`config.mk`:
```
export PLATFORM = sky130hd
export DESIGN_NAME = systolic_ctrl
export DESIGN_NICKNAME = d
export VERILOG_FILES = /design/src/rtl/systolic_pkg.sv /design/src/rtl/systolic_phase_cnt.sv /design/src/rtl/systolic_ctrl.sv
export SDC_FILE = /design/constraint.sdc
export NUM_CORES = 1
export LEC_CHECK = 0
export BUFFER_PORTS_ARGS = -buffer_cell sky130_fd_sc_hd__buf_2
export CAP_MARGIN = 20
export CELL_PAD_IN_SITES_DETAIL_PLACEMENT = 0
export CELL_PAD_IN_SITES_GLOBAL_PLACEMENT = 1
export CORE_AREA = 2 2 85 87
export DETAILED_ROUTE_END_ITERATION = 10
export DIE_AREA = 0 0 87 89
export PLACE_DENSITY = 0.82
export SKIP_CTS_REPAIR_TIMING = 1
export SLEW_MARGIN = 20
export SYNTH_ARGS = -nofsm -noshare
export SYNTH_HDL_FRONTEND = slang
export SYNTH_SLANG_ARGS = --single-unit
```
`constraint.sdc`:
```
create_clock -name iClk -period 3.6 [get_ports iClk]
set_input_delay 0.36 -clock iClk [delete_from_list [all_inputs] [get_ports iClk]]
set_output_delay 0.36 -clock iClk [all_outputs]
set_load 0.05 [all_outputs]
```
`src/rtl/systolic_pkg.sv`:
```
// systolic_pkg: shared FSM states, default array geometry, drain length and address widths
package systolic_pkg;
  typedef enum logic [2:0] {ST_IDLE, ST_CLEAR, ST_LOAD, ST_STREAM, ST_DRAIN, ST_DONE} state_e;
  localparam int N_DEF = 4;
  localparam int MULT_LAT_DEF = 2;
  localparam int LEN_W_DEF = 16;
  function automatic int drain_cyc(input int n, input int mult_lat);
    return mult_lat + 2 * (n - 1) + 1;
  endfunction
  localparam int DRAIN_CYC = drain_cyc(N_DEF, MULT_LAT_DEF);
  localparam int WADDR_W = $clog2(N_DEF);
endpackage

```
`src/rtl/systolic_phase_cnt.sv`:
```
// systolic_phase_cnt: loadable down-counter with terminal-count flag
//   iClk, iRst : clock, sync active-high reset
//   iLoad/iVal : load iVal this cycle (wins over counting)
//   oTc        : count has reached zero; counter then holds
module systolic_phase_cnt #(
  parameter int W = 17
) (
  input  logic         iClk,
  input  logic         iRst,
  input  logic         iLoad,
  input  logic [W-1:0] iVal,
  output logic         oTc
);
  logic [W-1:0] cnt_q, cnt_d;
  assign oTc = cnt_q == '0;
  always_comb cnt_d = iLoad ? iVal : oTc ? cnt_q : cnt_q - 1'b1;
  always_ff @(posedge iClk) cnt_q <= iRst ? '0 : cnt_d;
endmodule

```
`src/rtl/systolic_ctrl.sv`:
```
// systolic_ctrl: job sequencer for an N x N systolic array (clear, load weights, stream, drain, capture)
//   iStart/iAbort/iLen   : job request, abandon, vector count (latched on accept)
//   oBusy/oDone          : job active, completion pulse
//   oClearAcc            : accumulator clear into row 0
//   oWeightLoad/Addr     : weight shift enable and row index
//   oDataRd/Addr         : data buffer read enable and vector index
//   oCapture             : accumulators final, latch results
//   oBusyCycles          : busy cycles of the current job, only with SYSTOLIC_CTRL_PERF_EN
module systolic_ctrl
  import systolic_pkg::*;
#(
  parameter int N = N_DEF,
  parameter int MULT_LAT = MULT_LAT_DEF,
  parameter int LEN_W = LEN_W_DEF
) (
  input  logic                 iClk,
  input  logic                 iRst,
  input  logic                 iStart,
  input  logic                 iAbort,
  input  logic [LEN_W-1:0]     iLen,
  output logic                 oBusy,
  output logic                 oDone,
  output logic                 oClearAcc,
  output logic                 oWeightLoad,
  output logic [$clog2(N)-1:0] oWeightAddr,
  output logic                 oDataRd,
  output logic [LEN_W-1:0]     oDataAddr,
  output logic                 oCapture
`ifdef SYSTOLIC_CTRL_PERF_EN
  ,
  output logic [31:0]          oBusyCycles
`endif
);
  localparam int AW = $clog2(N);
  localparam int CW = LEN_W + 1;
  localparam int D = drain_cyc(N, MULT_LAT);
  state_e state_q, state_d;
  logic [LEN_W-1:0] len_q, len_d, da_q, da_d;
  logic [AW-1:0] wa_q, wa_d;
  logic busy_q, busy_d, done_q, done_d, cap_q, cap_d, clr_q, clr_d, wl_q, wl_d, rd_q, rd_d;
  logic accept, ld, tc;
  logic [CW-1:0] ld_val;
  systolic_phase_cnt #(.W(CW)) u_cnt (.iClk(iClk), .iRst(iRst), .iLoad(ld), .iVal(ld_val), .oTc(tc));
  // Outputs are registered from the next state, so each phase is visible in the cycle it is entered.
  // DRAIN holds D-1 cycles: the DONE/capture cycle is the last cycle of the drain window.
  always_comb begin
    accept = state_q == ST_IDLE && iStart && !iAbort;
    len_d = accept ? iLen : len_q;
    state_d = state_q;
    ld = 1'b0;
    ld_val = '0;
    case (state_q)
      ST_IDLE: state_d = accept ? (iLen == '0 ? ST_DONE : ST_CLEAR) : ST_IDLE;
      ST_CLEAR: begin
        state_d = ST_LOAD;
        ld = 1'b1;
        ld_val = CW'(N - 1);
      end
      ST_LOAD: if (tc) begin
        state_d = ST_STREAM;
        ld = 1'b1;
        ld_val = {1'b0, len_q} - 1'b1;
      end
      ST_STREAM: if (tc) begin
        state_d = ST_DRAIN;
        ld = 1'b1;
        ld_val = CW'(D - 2);
      end
      ST_DRAIN: state_d = tc ? ST_DONE : ST_DRAIN;
      default: state_d = ST_IDLE;
    endcase
    if (iAbort) state_d = ST_IDLE;
    wa_d = (state_d == ST_LOAD && state_q == ST_LOAD) ? wa_q + 1'b1 : '0;
    da_d = (state_d == ST_STREAM && state_q == ST_STREAM) ? da_q + 1'b1 : '0;
    busy_d = state_d != ST_IDLE;
    done_d = state_d == ST_DONE;
    cap_d = done_d && len_d != '0;
    clr_d = state_d == ST_CLEAR;
    wl_d = state_d == ST_LOAD;
    rd_d = state_d == ST_STREAM;
  end
  always_ff @(posedge iClk) begin
    if (iRst) begin
      state_q <= ST_IDLE;
      len_q <= '0;
      wa_q <= '0;
      da_q <= '0;
      busy_q <= 1'b0;
      done_q <= 1'b0;
      cap_q <= 1'b0;
      clr_q <= 1'b0;
      wl_q <= 1'b0;
      rd_q <= 1'b0;
    end else begin
      state_q <= state_d;
      len_q <= len_d;
      wa_q <= wa_d;
      da_q <= da_d;
      busy_q <= busy_d;
      done_q <= done_d;
      cap_q <= cap_d;
      clr_q <= clr_d;
      wl_q <= wl_d;
      rd_q <= rd_d;
    end
  end
  assign oBusy = busy_q;
  assign oDone = done_q;
  assign oCapture = cap_q;
  assign oClearAcc = clr_q;
  assign oWeightLoad = wl_q;
  assign oWeightAddr = wa_q;
  assign oDataRd = rd_q;
  assign oDataAddr = da_q;
`ifdef SYSTOLIC_CTRL_PERF_EN
  logic [31:0] bc_q, bc_d;
  always_comb bc_d = accept ? '0 : (busy_q && bc_q != '1) ? bc_q + 1'b1 : bc_q;
  always_ff @(posedge iClk) bc_q <= iRst ? '0 : bc_d;
  assign oBusyCycles = bc_q;
`endif
endmodule
```
==> flow_summary.ini, run 1 <==
[floorplanning]
fp-row-count = 30
start_util_pct = 45.55
die-area_um2 = 7743
io_pins = 44
die_h_um = 89
die_w_um = 87
core_um2 = 6719

[logic_synthesis]
ys_seq_area_share_pct = 39.25
synth.avg_cell_area_um2 = 8.719
synth_top_cell_by_area = dfxtp_1
syn_area_um2 = 3060
synth_nets = 375
synth_top_flop_cell = dfxtp_1
synthCells = 351
synth_seq_cells = 60
yosys-top-cells-area = dfxtp_1, xnor2_1, nor2_1
synth_top_area_share_pct = 39.25
async_reset_ff_share_pct = 0
synth-edff-count = 0
synth_commonest_cells = dfxtp_1, nor2_1, xnor2_1
yosys.cell_types.count = 53
ys.warnings.count = 0

[power_and_ir_drop]
power.density_nw_per_um2 = 640.2
power.switching_mw = 0.7769
sequentialPowerShare_pct = 38.3
pwr-share-comb_pct = 34.0
p_int_mw = 1.472
p_leak_nw = 1.389
peakVddDrop_v = 0.0002788
clock_power_share_pct = 27.7
p_sw_share_pct = 34.54

[finish]
instances_no_fill = 475
fill_cells = 636
n_antenna_cell = 0
fin_nets = 415
syn2layout_area_growth_pct = 14.80
final_area_um2 = 3513
layout-drive-gt1-share_pct = 17.97

[drt]
wl_met1_um = 3041
remaining_drc_errors = 0
wl_met3_um = 296
vias = 2607
dr.pass1.iters = 4
topRoutingLayerUsed = met4
drtIter0Drc = 105
ant_nets = 0
wl_per_cell_um = 13.91
via_per_inst = 5.488
dr_wl_met2_um = 3164
routed_wl_um = 6607

[status]
run_status = completed

[critical_path]
critPathRequiredTime_ps = 3850
path_cells = inv_1 -> ha_1 -> nor4b_2 -> nand4_1 -> nor2_1 -> o21ai_1 -> a21oi_1
max_stage_delay_ps = 760
path_max_fanout = 13
crit_buf_inv = 1
end_kind = flop
crit_type = flop to flop
cpMaxStageDelayCell = nor2_1
rrSetupSlack_ps = 1240
start_kind = flop
cp.arrival_ps = 2610
cp_top_family = simple AND/OR/NAND/NOR gates

[cts]
ctsRootBufferMaster = clkbuf_8
cts_tree = built
clk_pin_slew_ps = 70
cts.path.max_buffers = 2
cts_buffers = 9
cts_sinks = 60
clk_latency_ps = 340
htree_levels = 3

[timing]
rsz0062_at_grt = false
max_slew.worst_pin.slew_ps = 963.8
hold_violations = 0
fin_crit_sh_pct = 65.49
fin_crit_ps = 2358
finalMaxSlewViolations = 0
slew_headroom_pct = 35.15
fin_skew_ps = 7.873
setup_tns_ps = 0
final-setup-viol-count = 0
max_freq_mhz = 424.1
setup_slack_ps = 1242

[hold_path]
hp-class = input port to flop

[global_routing]
grt_usage_pct = 18.52
grt_start_max_net_pins = 21
grt_pass1_wl_um = 11110
grt-ovfl-total = 0
grt_pass1_vias = 2438
antenna_found_initial = 0

[place]
dpl.cell_count = 460
hpwl_um = 4852
placed_area_um2 = 3311
port_buffers = 43
routabilityCongestion = 0.8321
preCtsSetupSlack_ps = 1312

[run]
cap_violations = 0
-- power by group through the flow --
| stage | registers [mW] | logic [mW] | clock network, mW |
|---|---|---|---|
| detailed placement | 0.875 | 0.756 | 0 |
| global route | 0.872 | 0.861 | 0.674 |
| global placement | 0.867 | 0.758 | 0 |
| floorplan | 0.851 | 0.632 | 0 |
| CTS | 0.861 | 0.765 | 0.647 |
| finish | 0.861 | 0.764 | 0.624 |
-- registers in the layout, summed over array words and instances, names as in the netlist --
register and cells:
oWeightAddr 2, oCapture 1, oDone 1, oClearAcc 1
oWeightLoad 1, len_q 16, oBusy 1, state_q 3
oDataAddr 16, u_cnt.cnt_q 17, oDataRd 1
-- cell families after synthesis --
group	after synthesis	synth area share [%]
adder cells (fa/ha/maj)	4	1.635
XOR/XNOR	40	11.45
buffers and inverters	28	4.088
flip-flops	60	39.25
AND/OR/NAND/NOR	155	27.02
multiplexers	15	4.906
AO/OA/AOI/OAI	49	11.65
-- routing by layer --
layer,global-route usage (%),up-vias
li1,-,1317
met1,22.70,1222
met2,30.81,57
met3,4.986,11
met4,7.813,0
met5,0,-
-- final cells by class --
| class | instances | area (um2) | area share, % |
|---|---|---|---|
| clock buffers | 14 | 172.7 | 4.915 |
| flip-flops and latches | 60 | 1201 | 34.19 |
| inverters | 12 | 45.04 | 1.282 |
| multi-input cells | 263 | 1734 | 49.36 |
| well taps | 80 | 100.1 | 2.849 |
| clock inverters | 1 | 30.03 | 0.8547 |
| repair buffers | 45 | 230.2 | 6.553 |
-- path summary, 6_finish.rpt --
kind / start / to / depth (start not counted)
hold / removal: iLen[8] / len_q[8]$_SDFF_PP0_ / 3
setup / recovery: u_cnt.cnt_q[0]$_SDFFE_PP0P_ / u_cnt.cnt_q[14]$_SDFFE_PP0P_ / 7
hold reg to reg: oDataAddr[0]$_SDFF_PP0_ / oDataAddr[0]$_SDFF_PP0_ / 1
setup reg to reg: u_cnt.cnt_q[0]$_SDFFE_PP0P_ / u_cnt.cnt_q[14]$_SDFFE_PP0P_ / 7
-- cell usage in the layout, fill, tap and decap left out, types with 3 or more instances in the layout --
cell type and instances:
nand2_1 24, clkbuf_8 12, xnor2_1 26, buf_2 43, nand4_1 9, nand3_1 13
and3_1 4, a21oi_1 12, nor4_1 9, nor2_1 60, nor3_1 5, ha_1 4
or3_1 4, or4_1 3, o21ai_0 9, nand3b_1 3, inv_1 12, dfxtp_1 60
a22oi_1 8, xor2_1 14, nor4_2 3, mux2i_1 15
-- per-stage QoR --
stage / util, % / power, mW / hold WS [ps]
after floorplan: - / 1.482 / 459.9
after global placement: 49.27 / 1.625 / 438.9
after detailed placement: 49.27 / 1.631 / 438.2
after CTS: 52.29 / 2.273 / 254.4
after global routing: 52.29 / 2.407 / 258.5
final: 52.29 / 2.249 / 266.3
-- worst min-delay path: stages --
cell and delay (ps):
buf_2 90, mux2i_1 60, nor2_1 70
(Power assumes the default switching activity.)
==> run 2: changes to the inputs <==
--- a/config.mk
+++ b/config.mk
@@ -5,14 +5,15 @@
 export SDC_FILE = /design/constraint.sdc
 export NUM_CORES = 1
 export LEC_CHECK = 0
+export ABC_AREA = 1
 export BUFFER_PORTS_ARGS = -buffer_cell sky130_fd_sc_hd__buf_2
 export CAP_MARGIN = 20
 export CELL_PAD_IN_SITES_DETAIL_PLACEMENT = 0
 export CELL_PAD_IN_SITES_GLOBAL_PLACEMENT = 1
-export CORE_AREA = 2 2 85 87
+export CORE_AREA = 2 2 94 96
 export DETAILED_ROUTE_END_ITERATION = 10
-export DIE_AREA = 0 0 87 89
-export PLACE_DENSITY = 0.82
+export DIE_AREA = 0 0 96 98
+export PLACE_DENSITY = 0.79
 export SKIP_CTS_REPAIR_TIMING = 1
 export SLEW_MARGIN = 20
 export SYNTH_ARGS = -nofsm -noshare
==> constraint.sdc (replaced) <==
create_clock -name iClk -period 2.2 [get_ports iClk]
set_input_delay 0.22 -clock iClk [delete_from_list [all_inputs] [get_ports iClk]]
set_output_delay 0.22 -clock iClk [all_outputs]
set_load 0.05 [all_outputs]
==> run 2 against run 1 <==
  * Maximum frequency is 19% higher
  * First-iteration DRC count is 30% higher
  * Clock skew up 0.53 ps
  * Combinational power grew 120%
  * Cell count up 40%
  * Utilization fell by 5.7 points
  * Global-route usage about the same
  * Largest power group is now combinational logic
  * Critical path depth up 5
  * Non-clock buffer count up 2
  * Sequential share of layout area decreased by 3.7 points
==> flow_summary.ini, run 2 <==
[status]
run_status = completed

[global_routing]
grt-ovfl-total = 0
grt_pass1_vias = 2956
grt_pass1_wl_um = 13710
antenna_found_initial = 0
grt_start_max_net_pins = 35
grt_usage_pct = 18.51

[finish]
fin_util_pct = 46.59
final_common_cell = nand2_1
instances_no_fill = 665
largest-register = u_cnt.cnt_q
final_area_um2 = 3944
layout-drive-gt1-share_pct = 17.95
n_antenna_cell = 0
largest_reg_flops = 17
fin_nets = 576
final_cell_mix = nand2_1, nor2_1, dfxtp_1
syn2layout_area_growth_pct = 16.40

[timing]
final-setup-viol-count = 0
slew_headroom_pct = 64.49
fin_crit_ps = 1982
max_freq_mhz = 504.5
setup_tns_ps = 0
fin_skew_ps = 8.400
finalMaxSlewViolations = 0
hold_violations = 0
setup_slack_ps = 217.7
rsz0062_at_grt = false
holdWs_ps = 160.4
max_slew.worst_pin.slew_ps = 528.6
fin_crit_sh_pct = 90.11

[critical_path]
crit_type = flop to flop
worstReg2RegEnd = u_cnt.cnt_q[5]$_SDFFE_PP0P_
end_kind = flop
rrSetupSlack_ps = 220
reg2reg_depth = 12
start_kind = flop
cp_common_cell = nand2_2
startpoint = u_cnt.cnt_q[0]$_SDFFE_PP0P_
path_cells = inv_1 -> ha_1 -> inv_1 -> nor2_1 -> nand2_1 -> nor2_4 -> nand2_4 -> nand2_2 -> nand2_2 -> nand2_4 -> nand2_2 -> a31oi_1
max_stage_delay_ps = 340
critPathRequiredTime_ps = 2470
path_max_fanout = 18
cp.arrival_ps = 2250
cpMaxStageDelayCell = dfxtp_1
reg2reg_from = u_cnt.cnt_q[0]$_SDFFE_PP0P_

[cts]
clk_pin_slew_ps = 70
cts_sinks = 60
cts.path.max_buffers = 2
cts_buffers = 9
htree_levels = 3
cts_tree = built
clk_latency_ps = 340
ctsRootBufferMaster = clkbuf_8

[logic_synthesis]
synth.avg_cell_area_um2 = 6.750
synth_seq_cells = 60
synth_top_flop_cell = dfxtp_1
synth_commonest_cells = nand2_1, nor2_1, dfxtp_1
ys.warnings.count = 0
synth_nets = 526
yosys.cell_types.count = 32
synth-edff-count = 0
yosys-top-cells-area = dfxtp_1, nand2_1, nor2_1
syn_area_um2 = 3388
yosys.cell_count.top_type = nand2_1
ys_seq_area_share_pct = 35.45
synth_top_cell_by_area = dfxtp_1
synthCells = 502
synth_top_area_share_pct = 35.45
async_reset_ff_share_pct = 0

[hold_path]
holdCritStartpoint = iLen[7]
hp-class = input port to flop
whs_endpoint = len_q[7]$_SDFF_PP0_
whs_path_depth = 3

[floorplanning]
die-area_um2 = 9408
die_h_um = 98
die_w_um = 96
fp-row-count = 34
start_util_pct = 40.02
io_pins = 44
core_um2 = 8466

[drt]
dr.pass1.iters = 4
vias = 3143
drtIter0Drc = 136
wl_per_cell_um = 12.07
remaining_drc_errors = 0
routed_wl_um = 8029
via_per_inst = 4.726
ant_nets = 0

[power_and_ir_drop]
power.total_mw = 4.164
p_leak_nw = 1.859
power.density_nw_per_um2 = 1056
peakVddDrop_v = 0.0003435

[place]
hpwl_um = 6355
routabilityCongestion = 0.8676
port_buffers = 43
preCtsSetupSlack_ps = 273.3
dpl.cell_count = 649
placed_area_um2 = 3719

[run]
cap_violations = 0
## run 2: worst max-delay path, delay by kind of cell, from the launching register on
| kind | cells | cell delay (ps) |
|---|---|---|
| simple gates | 8 | 1090 |
| flops | 1 | 340 |
| buf+inv | 2 | 160 |
| fa+ha+maj | 1 | 160 |
| compound gates | 1 | 160 |
## run 2: cell families after synthesis
kind of cell | synth area share (%)
compound gates | 7.903
xor+xnor | 7.238
fa+ha+maj | 1.477
buf+inv | 8.235
flops | 35.45
simple gates | 39.70
## run 2: how the worst max path moves through the flow
stage                                             end  slack [ps]
after floorplan               oDataAddr[6]$_SDFF_PP0_         510
after global placement    u_cnt.cnt_q[5]$_SDFFE_PP0P_         310
after detailed placement  u_cnt.cnt_q[5]$_SDFFE_PP0P_         270
after CTS                 u_cnt.cnt_q[5]$_SDFFE_PP0P_         230
after global routing      u_cnt.cnt_q[8]$_SDFFE_PP0P_          30
final                     u_cnt.cnt_q[5]$_SDFFE_PP0P_         220
## run 2: final cells by class
type                    count  area (um2)
clock inverters             6       87.58
repair buffers             47       245.2
fillers                   913        4522
multi-input cells         373        1908
clock buffers              10       137.6
well taps                 108       135.1
flip-flops and latches     60        1201
inverters                  61       229.0
## run 2: report_power, final
part / switching [mW] / total (mW) / internal [mW]
clock: 0.466 / 1.13 / 0.666
combinational: 1.06 / 1.66 / 0.597
sequential: 0.136 / 1.37 / 1.23
## run 2: layer usage
layer / wire length [um] / global-route usage [%] / vias up
li1: - / - / 1682
met1: 3892 / 25.20 / 1400
met2: 3759 / 29.01 / 49
met3: 246 / 4.012 / 12
met4: 131 / 5.824 / 0
met5: 0 / 0 / -
